### config.mk
export PLATFORM = sky130hd
export DESIGN_NAME = prog_loader
export DESIGN_NICKNAME = d
export VERILOG_FILES = /design/src/rtl/loader_pkg.sv /design/src/rtl/byte_timeout.sv /design/src/rtl/prog_loader.sv
export SDC_FILE = /design/constraint.sdc
export NUM_CORES = 1
export LEC_CHECK = 0
export CAP_MARGIN = 20
export CORE_UTILIZATION = 45
export DETAILED_ROUTE_END_ITERATION = 8
export MAX_ROUTING_LAYER = met4
export PLACE_DENSITY = 0.72
export SYNTH_ARGS = -nofsm -noshare
export SYNTH_HDL_FRONTEND = slang
export SYNTH_SLANG_ARGS = --single-unit
### constraint.sdc
create_clock -name clk -period 4.5 [get_ports clk]
set_input_delay 0.45 -clock clk [delete_from_list [all_inputs] [get_ports clk]]
set_output_delay 0.45 -clock clk [all_outputs]
set_load 0.02 [all_outputs]
### src/rtl/loader_pkg.sv
// Shared definitions for the program loader: FSM encoding, error codes and the default marker.
package loader_pkg;

  typedef enum logic [2:0] {
    StIdle  = 3'd0,
    StLen   = 3'd1,
    StData  = 3'd2,
    StCsum  = 3'd3,
    StDone  = 3'd4,
    StError = 3'd5
  } state_e;

  localparam logic [1:0] ERR_NONE    = 2'b00;
  localparam logic [1:0] ERR_CSUM    = 2'b01;
  localparam logic [1:0] ERR_TIMEOUT = 2'b10;

  localparam logic [7:0] DEFAULT_SYNC_BYTE = 8'hA5;

endpackage

### src/rtl/byte_timeout.sv
// Idle-cycle counter; pulses expired on the cycle the TIMEOUT_CYCLES-th idle edge would land.
module byte_timeout #(
  parameter int unsigned TIMEOUT_CYCLES = 1000
) (
  input  logic clk,
  input  logic rst,
  input  logic en,
  input  logic clr,
  output logic expired
);

  localparam int unsigned CntW = $clog2(TIMEOUT_CYCLES + 1);

  logic [CntW-1:0] cnt_q;

  always_ff @(posedge clk or posedge rst) begin
    if (rst) begin
      cnt_q <= '0;
    end else if (clr || !en) begin
      cnt_q <= '0;
    end else begin
      cnt_q <= cnt_q + 1'b1;
    end
  end

  // An accepted byte in the same cycle wins over expiry.
  assign expired = en && !clr && (cnt_q == CntW'(TIMEOUT_CYCLES - 1));

endmodule

### src/rtl/prog_loader.sv
// Framed byte-stream loader: writes the program into instruction memory and holds the core
// in reset until a frame with a good checksum has been received.
module prog_loader
  import loader_pkg::*;
#(
  parameter int unsigned ADDR_WIDTH     = 8,
  parameter int unsigned DATA_WIDTH     = 8,
  parameter logic [7:0]  SYNC_BYTE      = DEFAULT_SYNC_BYTE,
  parameter int unsigned TIMEOUT_CYCLES = 1000
) (
  input  logic                  clk,
  input  logic                  reset,
  input  logic [7:0]            in_data,
  input  logic                  in_valid,
  output logic                  in_ready,
  output logic                  mem_we,
  output logic [ADDR_WIDTH-1:0] mem_addr,
  output logic [DATA_WIDTH-1:0] mem_data,
  output logic                  cpu_hold,
  output logic                  load_done,
  output logic                  load_error,
  output logic [1:0]            err_code,
  output logic [7:0]            bytes_loaded
);

  state_e state_q, state_d;

  logic [7:0]            len_q, len_d;
  logic [7:0]            sum_q, sum_d;
  logic [7:0]            idx_q, idx_d;
  logic [7:0]            bytes_q, bytes_d;
  logic                  mem_we_q, mem_we_d;
  logic [ADDR_WIDTH-1:0] mem_addr_q, mem_addr_d;
  logic [DATA_WIDTH-1:0] mem_data_q, mem_data_d;
  logic [1:0]            err_q, err_d;
  logic                  hold_q, done_q, error_q;

  logic accept, is_sync, in_frame, timeout;

  assign in_ready = 1'b1;
  assign accept   = in_valid && in_ready;
  assign is_sync  = (in_data == SYNC_BYTE);
  assign in_frame = (state_q == StLen) || (state_q == StData) || (state_q == StCsum);

  byte_timeout #(
    .TIMEOUT_CYCLES(TIMEOUT_CYCLES)
  ) u_timeout (
    .clk    (clk),
    .rst    (reset),
    .en     (in_frame),
    .clr    (accept),
    .expired(timeout)
  );

  always_ff @(posedge clk or posedge reset) begin
    if (reset) begin
      state_q    <= StIdle;
      len_q      <= '0;
      sum_q      <= '0;
      idx_q      <= '0;
      bytes_q    <= '0;
      mem_we_q   <= 1'b0;
      mem_addr_q <= '0;
      mem_data_q <= '0;
      err_q      <= ERR_NONE;
      hold_q     <= 1'b1;
      done_q     <= 1'b0;
      error_q    <= 1'b0;
    end else begin
      state_q    <= state_d;
      len_q      <= len_d;
      sum_q      <= sum_d;
      idx_q      <= idx_d;
      bytes_q    <= bytes_d;
      mem_we_q   <= mem_we_d;
      mem_addr_q <= mem_addr_d;
      mem_data_q <= mem_data_d;
      err_q      <= err_d;
      hold_q     <= (state_d != StDone);
      done_q     <= (state_d == StDone);
      error_q    <= (state_d == StError);
    end
  end

  always_comb begin
    state_d = state_q;
    unique case (state_q)
      StIdle, StDone, StError: begin
        if (accept && is_sync) state_d = StLen;
      end
      StLen: begin
        if (accept)       state_d = (in_data == 8'd0) ? StCsum : StData;
        else if (timeout) state_d = StError;
      end
      StData: begin
        if (accept) begin
          if (idx_q == len_q - 8'd1) state_d = StCsum;
        end else if (timeout) begin
          state_d = StError;
        end
      end
      StCsum: begin
        if (accept)       state_d = (in_data == sum_q) ? StDone : StError;
        else if (timeout) state_d = StError;
      end
      default: state_d = StIdle;
    endcase
  end

  always_comb begin
    len_d      = len_q;
    sum_d      = sum_q;
    idx_d      = idx_q;
    bytes_d    = bytes_q;
    mem_we_d   = 1'b0;
    mem_addr_d = mem_addr_q;
    mem_data_d = mem_data_q;
    err_d      = err_q;

    if (accept && state_q == StLen) begin
      len_d   = in_data;
      sum_d   = in_data;
      idx_d   = '0;
      bytes_d = '0;
    end

    if (accept && state_q == StData) begin
      sum_d      = sum_q + in_data;
      idx_d      = idx_q + 8'd1;
      bytes_d    = bytes_q + 8'd1;
      mem_we_d   = 1'b1;
      mem_addr_d = ADDR_WIDTH'(idx_q);
      mem_data_d = DATA_WIDTH'(in_data);
    end

    if (state_d == StError && state_q != StError) begin
      err_d = (state_q == StCsum && accept) ? ERR_CSUM : ERR_TIMEOUT;
    end else if (state_d == StLen) begin
      err_d = ERR_NONE;
    end
  end

  assign mem_we       = mem_we_q;
  assign mem_addr     = mem_addr_q;
  assign mem_data     = mem_data_q;
  assign cpu_hold     = hold_q;
  assign load_done    = done_q;
  assign load_error   = error_q;
  assign err_code     = err_q;
  assign bytes_loaded = bytes_q;

endmodule
==> results of run 1 <==
==> flip-flops by register name, indices dropped and copies added, names as in the netlist <==
register         cells
mem_we               1
sum_q                8
err_code             2
mem_addr             8
len_q                8
u_timeout.cnt_q     10
idx_q                8
mem_data             8
cpu_hold             1
load_done            1
load_error           1
bytes_loaded         8
state_q              3
==> layout make-up <==
type,count,area [sq um]
clock inverters,4,26.3
fillers,715,3480
well taps,102,128
multi-input cells,276,1740
repair buffers,43,423
inverters,17,63.8
clock buffers,12,145
flip-flops and latches,67,1680
==> worst reg2reg max path, stage by stage, from the launching register on <==
cell and delay, ps:
dfrtp_1 480, inv_1 160, nor3_2 530, nand2_1 110, buf_4 270, inv_2 370
nand2_1 140, nor3_1 190, mux2i_1 210
==> routing by layer <==
metal  wire length, um  GRT usage  vias to the layer above
met1              3570      0.263                     1389
met5                 0          -                        -
li1                  -          -                     1381
met4                90     0.0767                        0
met2              3500      0.298                       75
met3               380     0.0503                       10
==> kinds of logic after synthesis <==
kind of cell,synth area share
simple gates,0.208
compound gates,0.146
flops,0.469
buf+inv,0.0437
xor+xnor,0.0637
fa+ha+maj,0.0441
mux,0.0245
other cells,0.00105
==> report_power, final <==
group          internal, W  switching [W]  total, W
registers         0.000762       0.000170  0.000931
logic             0.000484       0.000528   0.00101
clock network     0.000215       0.000228  0.000443
total              0.00146       0.000926   0.00239
==> per-stage QoR <==
step | hold WS [ps] | instance area [sq um] | util
after detailed placement | 465 | 4030 | 0.525
after global routing | 496 | 4210 | 0.547
after CTS | 480 | 4210 | 0.547
after floorplan | 448 | 3580 | -
final | 470 | 4210 | 0.547
after global placement | 457 | 4030 | 0.525
==> cell usage after synthesis, types with 4 or more instances <==
cell type / number / area share
nand2_1: 70 / 0.073
xnor2_1: 20 / 0.049
dfrtp_1: 66 / 0.46
a21oi_1: 15 / 0.021
xor2_1: 6 / 0.015
a22o_1: 12 / 0.029
nor4_2: 4 / 0.014
mux2_2: 6 / 0.019
nand4_1: 6 / 0.010
nor2b_1: 4 / 0.0070
clkbuf_1: 13 / 0.014
a31oi_1: 4 / 0.0070
nand2b_1: 4 / 0.0070
buf_2: 5 / 0.0070
o21ai_0: 26 / 0.036
inv_1: 16 / 0.017
nand3_1: 12 / 0.017
ha_1: 11 / 0.038
nor2_1: 25 / 0.026
==> worst min path at each step <==
stage                          to                from  depth (start not counted)  slack, ps
6_report              mem_addr[3]         mem_addr[3]                          2        470
3_3_place_gp          mem_addr[3]         mem_addr[3]                          2        460
4_1_cts               mem_addr[3]         mem_addr[3]                          2        480
5_1_grt               mem_data[4]         mem_data[4]                          2        500
3_5_place_dp          mem_addr[3]         mem_addr[3]                          2        460
2_1_floorplan  u_timeout.cnt_q[0]  u_timeout.cnt_q[0]                          1        450
==> results.py, run 1 <==
metrics = {
    "outcome": {
        "status": "complete, no violations",
    },
    "setup_path": {
        "r2r_start": "state_q[1]",
        "cp-end-kind": "flip-flop",
        "crit_start": "in_valid",
        "crit_path_cell_trace": "clkdlybuf4s50_1 > nor2_1 > o21ai_1 > nor4_4 > o31ai_1 > and2_4 > a31o_1 > o41ai_2",
        "ff2ff_path_depth": 8,
        "rrSetupSlack_ps": 1970,
        "crit_path_top_delay_cell": "clkdlybuf4s50_1",
        "slowest_delay_ps": 760,
        "critPathKind": "input pin to flip-flop",
        "crit_end": "err_code[0]",
        "crit_path_start_kind": "input pin",
        "crit_cells": 8,
        "critPathBufInv": 1,
        "r2r_end": "idx_q[6]",
        "cp_data_arrival_time_ps": 3140,
        "cp_data_required_time_ps": 4730,
        "cp_max_fo": 19,
        "path_delay_family": "compound AO/OA/AOI/OAI gates",
    },
    "sta": {
        "fin_ws_ps": 1590,
        "finalMaxSlewViolations": 0,
        "max_freq_mhz": 344,
        "fin_crit_ps": 2910,
        "tightest_slew_ps": 873,
        "fin_worst_skew_ps": 13.5,
        "fin_crit_sh": 0.647,
        "tns_ps": 0,
        "slew_headroom": 0.414,
        "hold_viol": 0,
        "setup_viol": 0,
        "grt_setup_unrepaired": "no",
    },
    "floorplanning": {
        "io_pins": 42,
        "core_sq_mm": 0.00769,
        "design.die.area_sq_mm": 0.00831,
        "num_rows": 32,
        "start_util": 0.465,
        "dieWidth_um": 91.1,
        "die_h_um": 91.1,
    },
    "drt": {
        "wl_um": 7550,
        "ant_nets": 0,
        "vias_per_cell": 5.48,
        "drc_errors": 0,
        "drt-pass1-iter-count": 4,
        "drt-initial-drc-count": 127,
        "vias": 2855,
        "wl_per_cell_um": 14.5,
    },
    "synthesis": {
        "async_reset_ff_frac": 1.00,
        "syn_area_per_cell_sq_um": 9.41,
        "synth_ff_type": "dfrtp_1",
        "postSynthCellCount": 380,
        "syn-num-nets": 403,
        "ys_seq_area_frac": 0.469,
        "ys_seq_elements": 67,
        "syn_area_sq_mm": 0.00358,
        "ys_warn_count": 0,
        "yosys.cell_types.count": 53,
        "synth_edf_count": 0,
    },
    "global_routing": {
        "track_usage": 0.200,
        "grt_max_degree": 40,
        "grt_pass1_wl_um": 12800,
        "overflow": 0,
        "antenna_found_initial": 0,
        "first_global_vias": 2674,
    },
    "finish": {
        "final_cell_mix": "nand2_1 (70), dfrtp_1 (66), clkdlybuf4s50_1 (40)",
        "mostFrequentLayoutCell": "nand2_1",
        "diodes": 0,
        "fin_nets": 437,
        "area_growth_syn_to_layout_pct": 17.6,
        "layout.cells.non_filler": 521,
        "drive_gt1_frac": 0.0859,
    },
    "clocking": {
        "post_cts_buffers": 0,
        "cts_buffers": 9,
        "ctsHoldBuffers": 0,
        "worstSkewPairLatency_ps": 340,
        "cts_sinks": 67,
        "clkTransAtPathRegs_ps": 80,
        "cts_tree": "done",
        "cts_resized": 0,
        "cts.htree.levels": 3,
        "clockBufferDepth": 2,
        "cts-root-buf": "clkbuf_8",
    },
    "placement": {
        "place_inst": 505,
        "place_congestion": 0.868,
        "port_buffers": 40,
        "pre_cts_ws_ps": 1260,
        "hpwl_um": 5150,
    },
    "flow_run": {
        "max-cap-violations": 0,
    },
    "min_path": {
        "min_path_type": "flip-flop to flip-flop",
    },
    "power": {
        "total_power_w": 0.00239,
        "cellPowerDensity_mw_per_mm2": 567,
        "peakVddDrop_uv": 323,
        "leakage_nw": 1.87,
    },
}
(Power assumes the default switching activity.)
==> run 2, diff against run 1 <==
PLACE_DENSITY = 0.75   (was 0.72)
clock period = 2.6 ns   (was 4.5 ns; I/O delays follow)
==> run 2 against run 1 <==
Clock skew shrank 5.5 ps. Wire length grew 4.3%. Global-route usage grew 1.2 points. Combinational power grew 79%. Cell count grew 1.3%. Core utilization grew 0.86 points. Clock power grew 71%. Worst setup slack lost 1300 ps. Via count is the same. Critical path depth is the same. Register-to-register slack lost 1700 ps. Largest cell class unchanged.
==> results.py, run 2 (synthesized netlist as in run 1, its figures left out) <==
metrics = {
    "outcome": {
        "status": "complete, no violations",
    },
    "power": {
        "peakVddDrop_uv": 557,
        "leakage_nw": 1.91,
        "total_power_w": 0.00420,
        "cellPowerDensity_mw_per_mm2": 983,
    },
    "clocking": {
        "ctsHoldBuffers": 0,
        "worstSkewPairLatency_ps": 350,
        "cts-root-buf": "clkbuf_8",
        "clockBufferDepth": 2,
        "cts_tree": "done",
        "clkTransAtPathRegs_ps": 70,
        "post_cts_buffers": 0,
        "cts_buffers": 9,
        "cts.htree.levels": 3,
        "cts_resized": 0,
        "cts_sinks": 67,
    },
    "finish": {
        "mostFrequentLayoutCell": "nand2_1",
        "largest_register_ffs": 10,
        "area_growth_syn_to_layout_pct": 19.5,
        "fin_nets": 445,
        "diodes": 0,
        "final_cell_mix": "nand2_1 (70), dfrtp_1 (66), clkdlybuf4s50_1 (40)",
        "top_register": "u_timeout.cnt_q",
        "post-route-util": 0.556,
        "drive_gt1_frac": 0.101,
    },
    "setup_path": {
        "cp_data_arrival_time_ps": 2550,
        "slowest_delay_ps": 420,
        "crit_path_cell_trace": "inv_1 > ha_1 > nor4_1 > a31oi_1 > nor3b_1 > o211ai_1 > a31o_1 > o41ai_2",
        "cp-end-kind": "flip-flop",
        "crit_start": "len_q[0]",
        "rrSetupSlack_ps": 300,
        "cp_data_required_time_ps": 2850,
        "crit_path_start_kind": "flip-flop",
        "critPathKind": "flip-flop to flip-flop",
        "cp_max_fo": 8,
        "critPathBufInv": 1,
        "path_delay_family": "compound AO/OA/AOI/OAI gates",
        "crit_path_top_delay_cell": "dfrtp_1",
        "r2r_start": "len_q[0]",
    },
    "sta": {
        "hold_viol": 0,
        "setup_viol": 0,
        "finalMaxSlewViolations": 0,
        "grt_setup_unrepaired": "no",
        "tns_ps": 0,
        "fin_worst_skew_ps": 8.00,
        "fin_ws_ps": 298,
        "fin_crit_ps": 2300,
        "max_freq_mhz": 434,
        "slew_headroom": 0.363,
        "fin_crit_sh": 0.885,
        "tightest_slew_ps": 956,
    },
    "drt": {
        "wl_per_cell_um": 14.9,
        "vias_per_cell": 5.41,
        "wl_um": 7870,
        "drt-initial-drc-count": 195,
        "drc_errors": 0,
        "drt-pass1-iter-count": 6,
        "vias": 2855,
        "ant_nets": 0,
    },
    "floorplanning": {
        "core_sq_mm": 0.00769,
        "die_h_um": 91.1,
        "start_util": 0.465,
        "num_rows": 32,
        "design.die.area_sq_mm": 0.00831,
        "io_pins": 42,
        "dieWidth_um": 91.1,
    },
    "global_routing": {
        "grt_max_degree": 48,
        "track_usage": 0.211,
        "overflow": 0,
        "first_global_vias": 2712,
        "grt_pass1_wl_um": 13200,
        "antenna_found_initial": 0,
    },
    "placement": {
        "place_congestion": 0.888,
        "port_buffers": 40,
        "pre_cts_ws_ps": 147,
        "hpwl_um": 5400,
    },
    "min_path": {
        "min_path_type": "input pin to asynchronous set/reset pin",
    },
    "flow_run": {
        "max-cap-violations": 0,
    },
}
-- run 2: changes by cell type in the layout (fill, tap and decap cells not counted) --
cell,before,now
buf_12,0,1
buf_4,3,10
clkbuf_1,2,3
clkinv_2,2,1
clkinv_4,1,0
o21ai_1,3,2
o21ai_2,0,1
-- run 2: per-stage QoR --
step | hold WS, ps | std cells | instance area, sq um
3_3_place_gp | 460 | 513 | 4110
6_report | 241 | 528 | 4270
4_1_cts | 249 | 528 | 4270
5_1_grt | 310 | 528 | 4270
3_5_place_dp | 466 | 513 | 4110
2_1_floorplan | 365 | 380 | 3580
-- run 2: layout make-up --
type | count | area [sq um]
fillers | 723 | 3420
flip-flops and latches | 67 | 1680
multi-input cells | 276 | 1750
clock inverters | 2 | 12.5
repair buffers | 51 | 495
well taps | 102 | 128
inverters | 17 | 63.8
clock buffers | 13 | 149
-- run 2: path summary, 6_finish.rpt --
path                                 endpoint  depth (start not counted)
setup reg to reg                  err_code[0]                          8
setup / recovery                  err_code[0]                          8
min in group clk                  mem_addr[3]                          2
max in group asynchronous            sum_q[5]                          3
hold reg to reg                   mem_addr[3]                          2
hold / removal             u_timeout.cnt_q[6]                          2
-- run 2: report_power, final --
part	internal, W	total, W	leakage, nW	switching, W
Clock	0.000366	0.000757	0.0795	0.000391
Sequential	0.00132	0.00163	0.883	0.000316
Combinational	0.000866	0.00181	0.947	0.000939
-- run 2: metal layers --
layer,routed length (um),GRT usage,vias up
met2,3530,0.300,67
met3,285,0.0419,17
met5,0,-,-
li1,-,-,1392
met4,196,0.108,0
met1,3860,0.287,1379
==> run 3, diff against run 2 <==
REMOVE_ABC_BUFFERS = 1   (was not set)
==> run 3 against run 2 <==
Combinational power about the same. Sequential cell count unchanged. Sequential power about the same. Hold slack improved by 63 ps. Total power increased by 2.9%. Critical path depth unchanged. Via count increased by 1.9%. Clock skew decreased by 4.0 ps. Worst setup slack got worse by 110 ps. Global-route usage increased by 0.29 points. Clock power increased by 16%. Sequential share of layout area decreased by 0.49 points.
==> results.py, run 3 (synthesized netlist as in run 1, its figures left out) <==
metrics = {
    "drt": {
        "drc_errors": 0,
        "vias_per_cell": 5.48,
        "drt-initial-drc-count": 148,
        "vias": 2908,
        "wl_per_cell_um": 14.9,
        "drt-pass1-iter-count": 4,
        "ant_nets": 0,
        "wl_um": 7930,
    },
    "setup_path": {
        "rrSetupSlack_ps": 190,
        "cp_data_arrival_time_ps": 2660,
        "ff2ff_path_depth": 8,
        "path_delay_family": "compound AO/OA/AOI/OAI gates",
        "crit_path_start_kind": "flip-flop",
        "crit_path_cell_trace": "inv_1 > ha_1 > nor4_1 > a31oi_1 > nor3b_1 > o211ai_1 > a31o_1 > o41ai_2",
        "critPathBufInv": 1,
        "cp_data_required_time_ps": 2850,
        "critPathKind": "flip-flop to flip-flop",
        "r2r_start": "len_q[0]",
        "cp_max_fo": 8,
        "slowest_delay_ps": 420,
        "r2r_end": "err_code[0]",
        "cp-end-kind": "flip-flop",
        "crit_path_top_delay_cell": "dfrtp_1",
    },
    "finish": {
        "fillCellCount": 687,
        "top_register": "u_timeout.cnt_q",
        "final_cell_mix": "nand2_1 (70), dfrtp_1 (66), clkdlybuf4s50_1 (40)",
        "drive_gt1_frac": 0.114,
        "area_growth_syn_to_layout_pct": 21.0,
        "fin_nets": 447,
        "diodes": 0,
        "final_cell_area_sq_mm": 0.00433,
        "mostFrequentLayoutCell": "nand2_1",
        "largest_register_ffs": 10,
    },
    "sta": {
        "tightest_slew_ps": 979,
        "fin_crit_sh": 0.928,
        "grt_setup_unrepaired": "no",
        "tns_ps": 0,
        "fin_crit_ps": 2410,
        "max_freq_mhz": 414,
        "setup_viol": 0,
        "slew_headroom": 0.347,
        "finalMaxSlewViolations": 0,
        "whs_ps": 304,
        "fin_worst_skew_ps": 4.01,
        "hold_viol": 0,
    },
    "clocking": {
        "cts.htree.levels": 3,
        "post_cts_buffers": 0,
        "cts_resized": 0,
        "worstSkewPairLatency_ps": 350,
        "cts_sinks": 67,
        "cts-root-buf": "clkbuf_8",
        "ctsHoldBuffers": 0,
        "clockBufferDepth": 2,
        "cts_buffers": 9,
        "cts_tree": "done",
        "clkTransAtPathRegs_ps": 70,
    },
    "global_routing": {
        "overflow": 0,
        "first_global_vias": 2882,
        "grt_max_degree": 68,
        "grt_pass1_wl_um": 13500,
        "antenna_found_initial": 0,
        "track_usage": 0.214,
    },
    "floorplanning": {
        "die_h_um": 91.1,
        "num_rows": 32,
        "core_sq_mm": 0.00769,
        "dieWidth_um": 91.1,
        "design.die.area_sq_mm": 0.00831,
        "io_pins": 42,
        "start_util": 0.465,
    },
    "placement": {
        "placed_area_sq_mm": 0.00413,
        "place_congestion": 0.918,
        "hpwl_um": 5530,
        "port_buffers": 40,
    },
    "flow_run": {
        "max-cap-violations": 0,
    },
    "power": {
        "leakage_nw": 1.94,
        "peakVddDrop_uv": 396,
        "cellPowerDensity_mw_per_mm2": 998,
    },
    "min_path": {
        "min_path_type": "input pin to asynchronous set/reset pin",
    },
    "outcome": {
        "status": "complete, no violations",
    },
}
run 3: worst max-delay path by stage:
| stage | start | end | slack (ps) | cells past startpoint |
|---|---|---|---|---|
| 2_1_floorplan | state_q[1] | bytes_loaded[7] | 240 | 7 |
| 3_3_place_gp | in_data[4] | err_code[0] | 140 | 8 |
| 3_5_place_dp | in_data[4] | err_code[0] | 110 | 8 |
| 4_1_cts | len_q[0] | err_code[0] | 200 | 8 |
| 5_1_grt | len_q[0] | err_code[0] | 100 | 8 |
| 6_report | len_q[0] | err_code[0] | 190 | 8 |
run 3: layout make-up:
cell class | count | area (sq um) | share of cell area
flip-flops and latches | 67 | 1680 | 0.388
inverters | 17 | 63.8 | 0.0148
well taps | 102 | 128 | 0.0295
clock inverters | 7 | 76.3 | 0.0176
multi-input cells | 276 | 1750 | 0.404
clock buffers | 9 | 124 | 0.0286
repair buffers | 53 | 510 | 0.118
run 3: metrics by stage:
| step | cells | power [W] | setup WS [ps] | utilization |
|---|---|---|---|---|
| 2_1_floorplan | 360 | 0.00283 | 236 | - |
| 3_3_place_gp | 515 | 0.00339 | 136 | 0.537 |
| 3_5_place_dp | 515 | 0.00345 | 114 | 0.537 |
| 4_1_cts | 531 | 0.00434 | 201 | 0.563 |
| 5_1_grt | 531 | 0.00462 | 102 | 0.563 |
| 6_report | 531 | 0.00432 | 187 | 0.563 |
run 3: worst reg2reg max path, cell delays in order, from the launching register on:
cell,delay [ps]
dfrtp_1,420
inv_1,60
ha_1,300
nor4_1,420
a31oi_1,100
nor3b_1,200
o211ai_1,190
a31o_1,330
o41ai_2,310
run 3: report_power, final:
part	leakage [nW]	internal (W)	switching [W]
Combinational	0.957	0.000867	0.000951
Clock	0.0962	0.000449	0.000429
Sequential	0.883	0.00132	0.000304
run 3: metal layers:
metal	global-route usage	part of all wire	vias to the layer above	wire length, um
met5	-	0	-	0
met4	0.101	0.017	0	138
met3	0.0335	0.038	15	301
met2	0.335	0.48	61	3820
met1	0.275	0.46	1437	3670
li1	-	-	1395	-
